===== config.mk =====
export PLATFORM = sky130hd
export DESIGN_NAME = mario_sprite_fetch
export DESIGN_NICKNAME = d
export VERILOG_FILES = /design/src/rtl/mario_sprite_fetch.sv
export SDC_FILE = /design/constraint.sdc
export NUM_CORES = 1
export LEC_CHECK = 0
export BUFFER_PORTS_ARGS = -buffer_cell sky130_fd_sc_hd__buf_2
export CORE_ASPECT_RATIO = 1.75
export CORE_MARGIN = 1.5
export CORE_UTILIZATION = 32
export CTS_BUF_LIST = sky130_fd_sc_hd__clkbuf_4 sky130_fd_sc_hd__clkbuf_8
export DETAILED_ROUTE_END_ITERATION = 8
export SYNTH_ARGS = -nofsm -noshare
export SYNTH_HDL_FRONTEND = slang
export SYNTH_SLANG_ARGS = --single-unit

===== constraint.sdc =====
create_clock -name Clk_i -period 3.5 [get_ports Clk_i]
set_input_delay 0.7 -clock Clk_i [delete_from_list [all_inputs] [get_ports Clk_i]]
set_output_delay 0.7 -clock Clk_i [all_outputs]
set_load 0.1 [all_outputs]

===== src/rtl/mario_sprite_fetch.sv =====
// Mario sprite pixel stage: box hit-test, pose-ROM addressing, colour-index mux,
// plus the per-frame pose FSM and walk-cycle counter.
`default_nettype none

module mario_sprite_fetch #(
  parameter int SPR_W       = 16,
  parameter int SPR_H       = 30,
  parameter int ANIM_FRAMES = 6,
  parameter int TRANSP_IDX  = 0
) (
  input  logic        Clk_i,
  input  logic        Reset_i,
  input  logic        frame_start_i,
  input  logic        pix_valid_i,
  input  logic [9:0]  DrawX_i,
  input  logic [9:0]  DrawY_i,
  input  logic [9:0]  MarioX_i,
  input  logic [9:0]  MarioY_i,
  input  logic        is_jumping_i,
  input  logic        is_moving_i,
  input  logic        facing_left_i,
  output logic [12:0] rom_addr_o,
  input  logic [3:0]  idx_runr_i,
  input  logic [3:0]  idx_runl_i,
  input  logic [3:0]  idx_standr_i,
  input  logic [3:0]  idx_standl_i,
  input  logic [3:0]  idx_jumpr_i,
  input  logic [3:0]  idx_jumpl_i,
  output logic        sprite_on_o,
  output logic [3:0]  sprite_idx_o
);

  localparam int SH = $clog2(SPR_W);
  localparam int AW = (ANIM_FRAMES > 1) ? $clog2(ANIM_FRAMES) : 1;
  localparam logic [AW-1:0] ANIM_LAST = AW'(ANIM_FRAMES - 1);

  typedef enum logic [1:0] {STAND = 2'd0, RUN_A = 2'd1, RUN_B = 2'd2, JUMP = 2'd3} pose_e;

  pose_e         pose_q, pose_d;
  logic          facing_q, facing_d;
  logic [AW-1:0] anim_q, anim_d;

  logic [12:0] addr_d, addr_q;
  logic        hit_d, hit1_q, hit2_q;
  logic [2:0]  sel_d, sel1_q, sel2_q;
  logic [3:0]  idx_mux;
  logic        on_d, on_q;
  logic [3:0]  idx_d, idx_q;

  logic [10:0] x_end, y_end, dx, dy;

  always_ff @(posedge Clk_i) begin
    if (Reset_i) begin
      pose_q   <= STAND;
      facing_q <= 1'b0;
      anim_q   <= '0;
      addr_q   <= '0;
      hit1_q   <= 1'b0;
      sel1_q   <= '0;
      hit2_q   <= 1'b0;
      sel2_q   <= '0;
      on_q     <= 1'b0;
      idx_q    <= '0;
    end else begin
      pose_q   <= pose_d;
      facing_q <= facing_d;
      anim_q   <= anim_d;
      addr_q   <= addr_d;
      hit1_q   <= hit_d;
      sel1_q   <= sel_d;
      hit2_q   <= hit1_q;
      sel2_q   <= sel1_q;
      on_q     <= on_d;
      idx_q    <= idx_d;
    end
  end

  // Pose only moves on frame_start, so it is constant across every visible pixel.
  always_comb begin
    pose_d   = pose_q;
    facing_d = facing_q;
    anim_d   = anim_q;
    if (frame_start_i) begin
      facing_d = facing_left_i;
      if (is_jumping_i) begin
        pose_d = JUMP;
      end else if (is_moving_i) begin
        if (pose_q == RUN_A || pose_q == RUN_B) begin
          if (anim_q == ANIM_LAST) begin
            pose_d = (pose_q == RUN_A) ? RUN_B : RUN_A;
            anim_d = '0;
          end else begin
            anim_d = anim_q + 1'b1;
          end
        end else begin
          pose_d = RUN_A;
          anim_d = '0;
        end
      end else begin
        pose_d = STAND;
        anim_d = '0;
      end
    end
  end

  // 11-bit compare so a box hanging past column/row 1023 never wraps to 0.
  always_comb begin
    x_end  = {1'b0, MarioX_i} + 11'(SPR_W);
    y_end  = {1'b0, MarioY_i} + 11'(SPR_H);
    dx     = {1'b0, DrawX_i} - {1'b0, MarioX_i};
    dy     = {1'b0, DrawY_i} - {1'b0, MarioY_i};
    hit_d  = pix_valid_i
           && ({1'b0, DrawX_i} >= {1'b0, MarioX_i}) && ({1'b0, DrawX_i} < x_end)
           && ({1'b0, DrawY_i} >= {1'b0, MarioY_i}) && ({1'b0, DrawY_i} < y_end);
    addr_d = hit_d ? ((13'(dy) << SH) + 13'(dx)) : 13'd0;
    unique case (pose_q)
      RUN_A:   sel_d = {2'd0, facing_q};
      JUMP:    sel_d = {2'd2, facing_q};
      default: sel_d = {2'd1, facing_q};
    endcase
  end

  always_comb begin
    unique case (sel2_q)
      3'b000:  idx_mux = idx_runr_i;
      3'b001:  idx_mux = idx_runl_i;
      3'b010:  idx_mux = idx_standr_i;
      3'b011:  idx_mux = idx_standl_i;
      3'b100:  idx_mux = idx_jumpr_i;
      3'b101:  idx_mux = idx_jumpl_i;
      default: idx_mux = 4'd0;
    endcase
    on_d  = hit2_q && (idx_mux != 4'(TRANSP_IDX));
    idx_d = on_d ? idx_mux : 4'd0;
  end

  assign rom_addr_o   = addr_q;
  assign sprite_on_o  = on_q;
  assign sprite_idx_o = idx_q;

endmodule

`default_nettype wire


# Word level (Yosys, flattened, before mapping)
# Cells that the tools add are included.
[word_totals]
output_inout_bits = 18
register_bits = 32
[classes]
n_lt_le_gt_ge = 4
bitwise = 3
mux = 10
addsub = 6
eq_ne = 10
n_reduce_logical = 12
[ops]
columns = ["op", "n"]
rows = [
  ["$pmux 4 s6", 1],
  ["$add 10x5->11 const B", 2],
  ["$lt 10x11->1", 2],
  ["$ge 10x10->1", 2],
  ["$add 13x11->13", 1],
  ["$sub 10x10->11", 1],
  ["$mux 2", 5],
  ["$eq 3x3->1 const B", 3],
  ["$mux 3", 3],
  ["$sub 9x9->9", 1],
  ["$eq 3x2->1 const B", 2],
  ["$pmux 3 s2", 1],
  ["$logic_and 1x1->1", 5],
  ["$eq 2x2->1 const B", 2],
  ["$ne 4x3->1 const B", 1],
  ["$reduce_and 2->1", 2],
  ["$reduce_bool 4->1", 1],
  ["$reduce_or 2->1", 2],
  ["$add 3x1->3 const B", 1],
  ["$eq 3x1->1 const B", 1],
  ["$logic_not 3->1", 1],
  ["$not 1->1", 3],
  ["$eq 2x1->1 const B", 1],
  ["$logic_or 1x1->1", 1],
]

# Longest topological paths before layout
# Gate-level depths: netlist of the first run.
[logic_depth]
depth_word = 7
mapped_depth = 17
ltp_nobuf = 17

# Least setup slack after synthesis of the first run
# Ideal clock, no wire load.
[synth_path]
kind = "input-to-reg"
start = "in DrawX_i[0]"
end = "reg addr_q[12] (netlist: rom_addr_o[12])"
t_arrival_ps = 3488
n_path_buf = 0
cell_stages = 16
setup_ps = 76
required_ps = 3424
setup_slack_ps = -63
path_cell_list = "inv_1 ha_1 inv_1 fa_1 a21o_1 a21oi_1 o21bai_1 a2111oi_0 nor3_1 xor2_1 ha_1 o21ai_0 nor2_1 o21ai_0 a211o_1 a21boi_0"
[synth_between]
elab_chain_len = 7
[synth_rtl]
columns = ["element", "line_no", "rtl"]
rows = [
  ["start, declared", "15", "input logic [9:0] DrawX_i,"],
  ["branches (longest 7 deep; another with $add 13x11->13)", "--", ""],
  ["end signal, assigned", "68", "addr_q <= addr_d;"],
  ["end, declared", "43", "logic [12:0] addr_d, addr_q;"],
]
# Several ways; the timed one is not identified.
# A chain may end at the register's enable or synchronous reset.

# Worst setup path after layout of the first run
[layout_path]
start = "in DrawX_i[0]"
end = "reg addr_q[10] (netlist: rom_addr_o[10])"
# Same word-level chain as after synthesis.

==> metrics.txt, run 1 <==
# TYPE chip_impl_metric gauge
chip_impl_info{name="tritoncts",value="yes"} 1
chip_impl_info{name="setup_crit_start",value="DrawX_i[0]"} 1
chip_impl_info{name="crit_path_start_kind",value="primary input"} 1
chip_impl_metric{name="detail-route-antenna-nets",unit=""} 0
chip_impl_info{name="worst_r2r_endpoint",value="sprite_on_o"} 1
chip_impl_metric{name="routed_wl",unit="µm"} 7110
chip_impl_metric{name="layout-drive-gt1-share",unit=""} 0.295
chip_impl_metric{name="avg_synthesized_cell_area",unit="µm²"} 8.39
chip_impl_metric{name="antenna_cells",unit=""} 0
chip_impl_metric{name="routed-wl-met3",unit="µm"} 335
chip_impl_metric{name="via_count_of_the_first_global_routing_pass",unit=""} 2833
chip_impl_metric{name="clk_latency",unit="ns"} 0.28
chip_impl_info{name="cpMaxStageDelayCell",value="sky130_fd_sc_hd__a2111oi_2"} 1
chip_impl_metric{name="floorplan.die.height",unit="µm"} 130
chip_impl_metric{name="clock.fmax",unit="MHz"} 299
chip_impl_metric{name="drt_drc_violations_left",unit=""} 0
chip_impl_metric{name="via_count",unit=""} 2825
chip_impl_metric{name="synth_warnings",unit=""} 0
chip_impl_metric{name="static_leakage",unit="nW"} 1.85
chip_impl_metric{name="row_count",unit=""} 46
chip_impl_metric{name="final.min_clock_period",unit="ns"} 3.34
chip_impl_metric{name="final-setup-viol-count",unit=""} 0
chip_impl_metric{name="violation_count_after_the_first_detailed_routing_iteration",unit=""} 39
chip_impl_info{name="hold_class",value="flop to flop"} 1
chip_impl_metric{name="async_reset_ff_frac",unit=""} 0
chip_impl_metric{name="drv_slew",unit=""} 0
chip_impl_metric{name="fp.dieW",unit="µm"} 75.4
chip_impl_metric{name="detailedPlacementHpwl",unit="µm"} 6170
chip_impl_info{name="synth_top_cells_by_area",value="sky130_fd_sc_hd__dfxtp_1 (22%), sky130_fd_sc_hd__ha_1 (20%), sky130_fd_sc_hd__xnor2_1 (7.2%), sky130_fd_sc_hd__inv_1 (4.6%), sky130_fd_sc_hd__a21oi_1 (3.2%)"} 1
chip_impl_metric{name="ratio_of_total_power_to_cell_area",unit="mW/mm²"} 339
chip_impl_metric{name="wl_met2",unit="µm"} 3900
chip_impl_info{name="clk_root_buffer_cell",value="sky130_fd_sc_hd__clkbuf_8"} 1
chip_impl_metric{name="cp_data_required_time",unit="ns"} 3.68
chip_impl_metric{name="layout.nets",unit=""} 578
chip_impl_metric{name="synth.yosys.seq_area_share",unit=""} 0.218
chip_impl_metric{name="detail_route.wl_per_cell",unit="µm"} 12.3
chip_impl_metric{name="number_of_levels_in_the_clock_h_tree",unit=""} 2
chip_impl_info{name="worstReg2RegStart",value="sel2_q[0]"} 1
chip_impl_metric{name="tightestPinTransition",unit="ns"} 0.496
chip_impl_metric{name="final.setup.tns",unit="ns"} 0
chip_impl_metric{name="numClockSinks",unit=""} 32
chip_impl_info{name="setup_repair_after_global_routing_missed_its_margin",value="true"} 1
chip_impl_info{name="crit_path_end_kind",value="flop"} 1
chip_impl_metric{name="grt_start_max_net_pins",unit=""} 16
chip_impl_metric{name="totalPowerFinal",unit="W"} 0.00128
chip_impl_metric{name="syn-instance-count",unit=""} 350
chip_impl_metric{name="timing.reg2reg.worst_path_depth",unit=""} 3
chip_impl_metric{name="grt_util_all_layers",unit=""} 0.146
chip_impl_metric{name="grt_total_ovfl",unit=""} 0
chip_impl_metric{name="number_of_clock_buffers_inserted_by_tritoncts",unit=""} 5
chip_impl_metric{name="synth.ff_latch_count",unit=""} 32
chip_impl_metric{name="netlist_area",unit="mm²"} 0.00294
chip_impl_metric{name="net_count_after_synthesis",unit=""} 471
chip_impl_metric{name="routed_via_density",unit=""} 4.89
chip_impl_metric{name="design.die.area",unit="mm²"} 0.00978
chip_impl_metric{name="report.final.hold_viol_count",unit=""} 0
chip_impl_metric{name="synth.top_cell.area_share",unit=""} 0.218
chip_impl_metric{name="num_io_pins",unit=""} 89
chip_impl_info{name="highest_layer",value="met4"} 1
chip_impl_info{name="path_class",value="primary input to flop"} 1
chip_impl_metric{name="path_clk_slew",unit="ns"} 0.06
chip_impl_metric{name="max-vdd-ir-drop",unit="µV"} 165
chip_impl_info{name="setup.worst_path.end",value="rom_addr_o[10]"} 1
chip_impl_metric{name="critical_path_arrival",unit="ns"} 3.52
chip_impl_metric{name="cp_max_fo",unit=""} 3
chip_impl_metric{name="synth_enable_flop_cells",unit=""} 0
chip_impl_info{name="synthMostInstantiatedCell",value="sky130_fd_sc_hd__ha_1"} 1
chip_impl_metric{name="buffer_ports.inserted",unit=""} 88
chip_impl_metric{name="post-route-period-util",unit=""} 0.955
chip_impl_metric{name="drt-pass1-iter-count",unit=""} 4
chip_impl_metric{name="grt_pass1_wl",unit="µm"} 11100
chip_impl_metric{name="area_growth_syn_to_layout",unit="%"} 29.0
chip_impl_metric{name="crit_path_max_incr_delay",unit="ns"} 0.40
chip_impl_info{name="synth_top_flop_cell",value="sky130_fd_sc_hd__dfxtp_1"} 1
chip_impl_info{name="yosysTopAreaCell",value="sky130_fd_sc_hd__dfxtp_1"} 1
chip_impl_metric{name="antenna_found_initial",unit=""} 0
chip_impl_metric{name="maxCapViolCount",unit=""} 0
chip_impl_metric{name="reg2reg_slack",unit="ns"} 1.62
chip_impl_metric{name="yosys.cell_types.count",unit=""} 50
chip_impl_metric{name="wirelength_met1",unit="µm"} 2650
chip_impl_info{name="synth.cells.most_frequent",value="sky130_fd_sc_hd__ha_1 (47), sky130_fd_sc_hd__inv_1 (36), sky130_fd_sc_hd__dfxtp_1 (32)"} 1
chip_impl_metric{name="core-area",unit="mm²"} 0.00898
chip_impl_info{name="status",value="completed"} 1
chip_impl_metric{name="fin_worst_skew",unit="ns"} 0.00353
chip_impl_info{name="path_cells",value="buf_6, inv_4, ha_4, inv_2, fa_2, a21o_1, a21oi_2, o21bai_1, a2111oi_2, nor3_2, xor2_1, ha_1, o21ai_2, nor2_2, buf_4, o21a_1, nor2_1, xnor2_1, and2_1"} 1
chip_impl_metric{name="gp_routability_congestion",unit=""} 0.847
chip_impl_metric{name="n_fill_cell",unit=""} 953
chip_impl_metric{name="start_util",unit=""} 0.327
chip_impl_metric{name="worst_slew_margin_relative_to_its_limit",unit=""} 0.669
chip_impl_metric{name="cts-root-to-sink-buffers",unit=""} 2
layer usage:
layer	vias up	GRT usage
met2	78	0.293
met3	13	0.0193
li1	1463	-
met1	1271	0.129
met4	0	0.0830
met5	-	0
worst max-delay path, delay by kind of cell:
kind	cells	cell delay (ns)
buffers and inverters	4	0.31
AOI/OAI and AO/OA	6	1.04
xor gates and xnor gates	2	0.23
and+or+nand+nor	4	0.43
adders and majority gates	3	0.79
what timing repair did:
action                     4_1_cts  5_1_grt
resized for setup                2       18
buffers inserted                 1        2
hold buffers                     0        0
pin swaps                        2        7
setup endpoints to repair        2        4
cell type report:
cell class	instances	area [µm²]	area share
timing repair buffer	105	574	0.152
multi-input combinational	277	2190	0.577
sequential	32	641	0.169
tap	120	150	0.0397
inverter	36	138	0.0364
clock buffer	8	97.6	0.0258
state kept, by name, indices dropped and copies added (netlist names):
register / flops
sprite_on_o: 1
rom_addr_o: 13
hit1_q: 1
sel1_q: 3
hit2_q: 1
anim_q: 3
pose_q: 2
sprite_idx_o: 4
facing_q: 1
sel2_q: 3
per-stage QoR:
stage	hold slack (ns)	instance area, µm²	setup WS [ns]	cells	util
2_1_floorplan	0.414	2940	0.00572	350	-
3_3_place_gp	0.417	3610	-0.227	567	0.402
3_5_place_dp	0.422	3610	-0.381	567	0.402
4_1_cts	0.437	3710	-0.0146	576	0.414
5_1_grt	0.452	3790	-0.0163	578	0.422
6_report	0.432	3790	0.158	578	0.422
logic make-up after synthesis:
kind of cell / count (synthesis) / synth area share
simple gates: 108 / 0.199
mux: 10 / 0.0396
xor+xnor: 29 / 0.0865
flops: 32 / 0.218
compound gates: 80 / 0.181
fa+ha+maj: 50 / 0.221
buf+inv: 41 / 0.0550
worst min path at each step:
stage / endpoint / startpoint / cells past startpoint / slack, ns
detailed placement: hit2_q / hit1_q / 1 / 0.42
CTS: hit2_q / hit1_q / 1 / 0.44
finish: hit2_q / hit1_q / 1 / 0.43
global route: sel2_q[2] / sel1_q[2] / 1 / 0.45
global placement: hit2_q / hit1_q / 1 / 0.42
floorplan: hit2_q / hit1_q / 1 / 0.41
cell usage in the layout, fill, tap and decap left out, drive strengths merged, types with 8 or more instances in the layout:
| cell type | count |
|---|---|
| a21o | 9 |
| ha | 47 |
| nor2 | 23 |
| nand2 | 14 |
| and2 | 14 |
| xnor2 | 24 |
| o21ai | 13 |
| a21oi | 20 |
| clkbuf | 8 |
| buf | 105 |
| inv | 36 |
| nor2b | 15 |
| nor3 | 11 |
| dfxtp | 32 |
power by group:
| group | internal [W] | switching (W) | total [W] |
|---|---|---|---|
| sequential | 0.000373 | 0.00000662 | 0.000379 |
| clock | 0.000176 | 0.000126 | 0.000301 |
| combinational | 0.000300 | 0.000304 | 0.000604 |
| total | 0.000848 | 0.000437 | 0.00128 |
No activity file was read; power rests on OpenSTA's default activity.
==> inputs of run 2 (changes only) <==
Settings changed: ABC_AREA set to 1.
==> run 2 against run 1 <==
  * Maximum frequency is 7.1% higher
  * Sequential cell count stayed put
  * Clock-buffer cell count stayed put
  * Power is 1.3% lower
  * Register-to-register slack better by 0.21 ns
  * Die area is 5.9% higher
==> metrics.txt, run 2 <==
# TYPE chip_impl_metric gauge
chip_impl_metric{name="power.net_switching",unit="W"} 0.000475
chip_impl_metric{name="cp_max_fo",unit=""} 3
chip_impl_metric{name="drv_slew",unit=""} 0
chip_impl_metric{name="syn-instance-count",unit=""} 460
chip_impl_metric{name="synth_warnings",unit=""} 0
chip_impl_metric{name="drt_drc_violations_left",unit=""} 0
chip_impl_metric{name="final-setup-viol-count",unit=""} 0
chip_impl_info{name="path_cells",value="buf_2, inv_1, ha_1, inv_1, fa_1, nand3_1, nand2_1, a31oi_1, nor2_1, nor2_1, nand2_1, xor2_1, ha_1, nand2_1, inv_1, nand4_1, o211ai_1, nand2_1, nand2_1, nand2_1, nand2_1, nand2_1, inv_1, nor2_2"} 1
chip_impl_metric{name="worstHoldPathCells",unit=""} 2
chip_impl_metric{name="floorplan.die.height",unit="µm"} 133
chip_impl_metric{name="post-route-period-util",unit=""} 0.891
chip_impl_metric{name="drt-pass1-iter-count",unit=""} 4
chip_impl_metric{name="cts.hold.buffers_added",unit=""} 0
chip_impl_metric{name="crit_path_max_incr_delay",unit="ns"} 0.40
chip_impl_metric{name="report.final.hold_viol_count",unit=""} 0
chip_impl_metric{name="switching_share",unit=""} 0.375
chip_impl_info{name="status",value="completed"} 1
chip_impl_metric{name="fin_worst_skew",unit="ns"} 0.00495
chip_impl_metric{name="totalPowerFinal",unit="W"} 0.00127
chip_impl_metric{name="final.setup.tns",unit="ns"} 0
chip_impl_info{name="min-delay-start",value="sel1_q[0]"} 1
chip_impl_info{name="yosysTopAreaCell",value="sky130_fd_sc_hd__dfxtp_1"} 1
chip_impl_metric{name="register_area",unit="µm²"} 641
chip_impl_metric{name="path_clk_slew",unit="ns"} 0.06
chip_impl_info{name="path_common_cell",value="sky130_fd_sc_hd__nand2_1"} 1
chip_impl_info{name="worst_hold_path.endpoint",value="sel2_q[0]"} 1
chip_impl_metric{name="number_of_clock_buffers_inserted_by_tritoncts",unit=""} 5
chip_impl_metric{name="synth.top_cell.area_share",unit=""} 0.206
chip_impl_metric{name="async_reset_ff_frac",unit=""} 0
chip_impl_metric{name="net_count_after_synthesis",unit=""} 581
chip_impl_metric{name="buffer_ports.inserted",unit=""} 88
chip_impl_metric{name="power.share.sequential",unit=""} 0.300
chip_impl_metric{name="synth.ff_latch_count",unit=""} 32
chip_impl_metric{name="reg2reg_slack",unit="ns"} 1.83
chip_impl_metric{name="fp.dieW",unit="µm"} 77.6
chip_impl_info{name="mostFrequentLayoutCell",value="sky130_fd_sc_hd__nand2_1"} 1
chip_impl_info{name="synth_top_cells_by_area",value="sky130_fd_sc_hd__dfxtp_1 (21%), sky130_fd_sc_hd__ha_1 (19%), sky130_fd_sc_hd__nand2_1 (12%), sky130_fd_sc_hd__inv_1 (9.9%), sky130_fd_sc_hd__nor2_1 (5.4%)"} 1
chip_impl_metric{name="n_fill_cell",unit=""} 1035
chip_impl_metric{name="via_count_of_the_first_global_routing_pass",unit=""} 3089
chip_impl_metric{name="clk_latency",unit="ns"} 0.28
chip_impl_info{name="path_class",value="primary input to flop"} 1
chip_impl_metric{name="yosys.cell_types.count",unit=""} 32
chip_impl_metric{name="antenna_found_initial",unit=""} 0
chip_impl_metric{name="grt_total_ovfl",unit=""} 0
chip_impl_info{name="worst_r2r_endpoint",value="sprite_idx_o[1]"} 1
chip_impl_metric{name="static_leakage",unit="nW"} 2.12
chip_impl_metric{name="start_util",unit=""} 0.329
chip_impl_metric{name="layout.nets",unit=""} 673
chip_impl_metric{name="synth_enable_flop_cells",unit=""} 0
chip_impl_metric{name="detail_route.wl_per_cell",unit="µm"} 10.7
chip_impl_metric{name="final.min_clock_period",unit="ns"} 3.12
chip_impl_metric{name="critical_path_buf_inv_count",unit=""} 5
chip_impl_metric{name="critical_path_arrival",unit="ns"} 3.29
chip_impl_metric{name="maxCapViolCount",unit=""} 0
chip_impl_metric{name="numClockSinks",unit=""} 32
chip_impl_metric{name="routed_via_density",unit=""} 4.60
chip_impl_info{name="crit_path_start_kind",value="primary input"} 1
chip_impl_metric{name="avg_synthesized_cell_area",unit="µm²"} 6.77
chip_impl_metric{name="grt_start_max_net_pins",unit=""} 15
chip_impl_metric{name="max-vdd-ir-drop",unit="µV"} 152
chip_impl_info{name="tritoncts",value="yes"} 1
chip_impl_metric{name="cell_internal_power",unit="W"} 0.000793
chip_impl_metric{name="synth.yosys.seq_area_share",unit=""} 0.206
chip_impl_info{name="worstReg2RegStart",value="sel2_q[2]"} 1
chip_impl_info{name="synth.cells.most_frequent",value="sky130_fd_sc_hd__nand2_1 (103), sky130_fd_sc_hd__inv_1 (82), sky130_fd_sc_hd__ha_1 (47)"} 1
chip_impl_metric{name="worst_slew_margin_relative_to_its_limit",unit=""} 0.586
chip_impl_metric{name="cp_data_required_time",unit="ns"} 3.67
chip_impl_metric{name="cts-root-to-sink-buffers",unit=""} 2
chip_impl_metric{name="grt_util_all_layers",unit=""} 0.144
chip_impl_metric{name="max_ffs_per_register",unit=""} 13
chip_impl_metric{name="postPlaceCellArea",unit="mm²"} 0.00368
chip_impl_metric{name="number_of_gates_resized_after_cts",unit=""} 0
chip_impl_metric{name="tightestPinTransition",unit="ns"} 0.616
chip_impl_metric{name="post_cts_buffers",unit=""} 0
chip_impl_metric{name="routed_wl",unit="µm"} 7230
chip_impl_info{name="synthMostInstantiatedCell",value="sky130_fd_sc_hd__nand2_1"} 1
chip_impl_metric{name="detail-route-antenna-nets",unit=""} 0
chip_impl_metric{name="antenna_cells",unit=""} 0
chip_impl_metric{name="multi_input_area",unit="mm²"} 0.00213
chip_impl_info{name="hold_class",value="flop to flop"} 1
chip_impl_info{name="critPathTopFamily",value="simple AND/OR/NAND/NOR gates"} 1
chip_impl_metric{name="area_growth_syn_to_layout",unit="%"} 21.5
chip_impl_metric{name="netlist_area",unit="mm²"} 0.00311
chip_impl_metric{name="design.die.area",unit="mm²"} 0.0104
chip_impl_metric{name="gp_routability_congestion",unit=""} 0.856
chip_impl_metric{name="comb_power_share",unit=""} 0.463
chip_impl_metric{name="pwr-share-clk",unit=""} 0.237
chip_impl_info{name="crit_path_end_kind",value="flop"} 1
chip_impl_metric{name="violation_count_after_the_first_detailed_routing_iteration",unit=""} 55
chip_impl_metric{name="final_cell_area",unit="mm²"} 0.00378
chip_impl_info{name="clk_root_buffer_cell",value="sky130_fd_sc_hd__clkbuf_8"} 1
chip_impl_metric{name="number_of_levels_in_the_clock_h_tree",unit=""} 2
chip_impl_metric{name="via_count",unit=""} 3104
chip_impl_metric{name="core-area",unit="mm²"} 0.00947
chip_impl_metric{name="grt_pass1_wl",unit="µm"} 12200
chip_impl_metric{name="layout-drive-gt1-share",unit=""} 0.206
chip_impl_metric{name="final_util",unit=""} 0.399
chip_impl_metric{name="clock.fmax",unit="MHz"} 321
chip_impl_info{name="mostFrequentLayoutCells",value="sky130_fd_sc_hd__nand2_1 (103), sky130_fd_sc_hd__buf_2 (88), sky130_fd_sc_hd__inv_1 (82)"} 1
chip_impl_metric{name="num_io_pins",unit=""} 89
chip_impl_metric{name="final.hold.worst_slack",unit="ns"} 0.403
chip_impl_metric{name="detailedPlacementHpwl",unit="µm"} 6390
chip_impl_info{name="synth_top_flop_cell",value="sky130_fd_sc_hd__dfxtp_1"} 1
chip_impl_metric{name="row_count",unit=""} 47
chip_impl_metric{name="timing.reg2reg.worst_path_depth",unit=""} 10
chip_impl_info{name="cpMaxStageDelayCell",value="sky130_fd_sc_hd__fa_1"} 1
chip_impl_metric{name="ratio_of_total_power_to_cell_area",unit="mW/mm²"} 335
chip_impl_info{name="setup_repair_after_global_routing_missed_its_margin",value="false"} 1
-- run 2: changes by cell type after synthesis, moves of 6 or more --
cell,delta
sky130_fd_sc_hd__mux2i_1,-6
sky130_fd_sc_hd__xor2_1,+11
sky130_fd_sc_hd__o21ai_0,-6
sky130_fd_sc_hd__nand2_1,+89
sky130_fd_sc_hd__inv_1,+46
sky130_fd_sc_hd__xnor2_1,-10
sky130_fd_sc_hd__nor2b_1,-15
sky130_fd_sc_hd__a21o_1,-6
sky130_fd_sc_hd__and2_1,-12
sky130_fd_sc_hd__nor2_1,+22
sky130_fd_sc_hd__nor2_2,+11
sky130_fd_sc_hd__a21oi_1,+9
sky130_fd_sc_hd__nand3_1,+21
-- run 2: kinds of logic after synthesis --
family	after synthesis	synth area share
buffers and inverters	87	0.110
adders and majority gates	50	0.208
and+or+nand+nor	208	0.293
DFF	32	0.206
AOI/OAI and AO/OA	53	0.0989
xor gates and xnor gates	30	0.0844
-- run 2: power by group through the flow --
stage | clock network [W] | logic [W] | registers [W]
after floorplan | 0 | 0.000428 | 0.000410
after global placement | 0 | 0.000585 | 0.000388
after detailed placement | 0 | 0.000593 | 0.000389
after CTS | 0.000313 | 0.000595 | 0.000380
after global routing | 0.000326 | 0.000679 | 0.000381
final | 0.000301 | 0.000587 | 0.000380
-- run 2: final cells by class --
| cell class | instances | share of cell area |
|---|---|---|
| Multi-Input combinational cell | 341 | 0.564 |
| Clock buffer | 8 | 0.0258 |
| Inverter | 83 | 0.0824 |
| Tap cell | 122 | 0.0404 |
| Sequential cell | 32 | 0.169 |
| Timing Repair Buffer | 89 | 0.118 |
-- run 2: how the worst max path moves through the flow --
stage          slack (ns)        from  cells past startpoint              to
2_1_floorplan        0.38  DrawX_i[0]                     21  rom_addr_o[12]
3_3_place_gp         0.11  DrawX_i[0]                     22  rom_addr_o[12]
3_5_place_dp         0.06  DrawX_i[0]                     24  rom_addr_o[12]
4_1_cts              0.36  DrawX_i[0]                     24  rom_addr_o[12]
5_1_grt              0.04  DrawX_i[0]                     24  rom_addr_o[12]
6_report             0.38  DrawX_i[0]                     24  rom_addr_o[12]
-- run 2: tightest hold or removal path, stage by stage (launching register included) --
cell	delay, ns
sky130_fd_sc_hd__dfxtp_1	0.30
sky130_fd_sc_hd__inv_1	0.04
sky130_fd_sc_hd__nor2_1	0.03
-- run 2: metrics by stage --
stage                     worst slack (ns)  instances
after floorplan                      0.375        460
after global placement               0.109        667
after detailed placement            0.0617        667
after CTS                            0.356        675
after global routing                0.0355        675
final                                0.380        675
-- run 2: routing by layer --
| metal | share of wire | vias to the layer above | track usage |
|---|---|---|---|
| met3 | 0.047 | 10 | 0.0205 |
| met5 | 0 | - | 0 |
| met2 | 0.56 | 84 | 0.310 |
| li1 | - | 1648 | - |
| met1 | 0.37 | 1362 | 0.129 |
| met4 | 0.017 | 0 | 0.0444 |
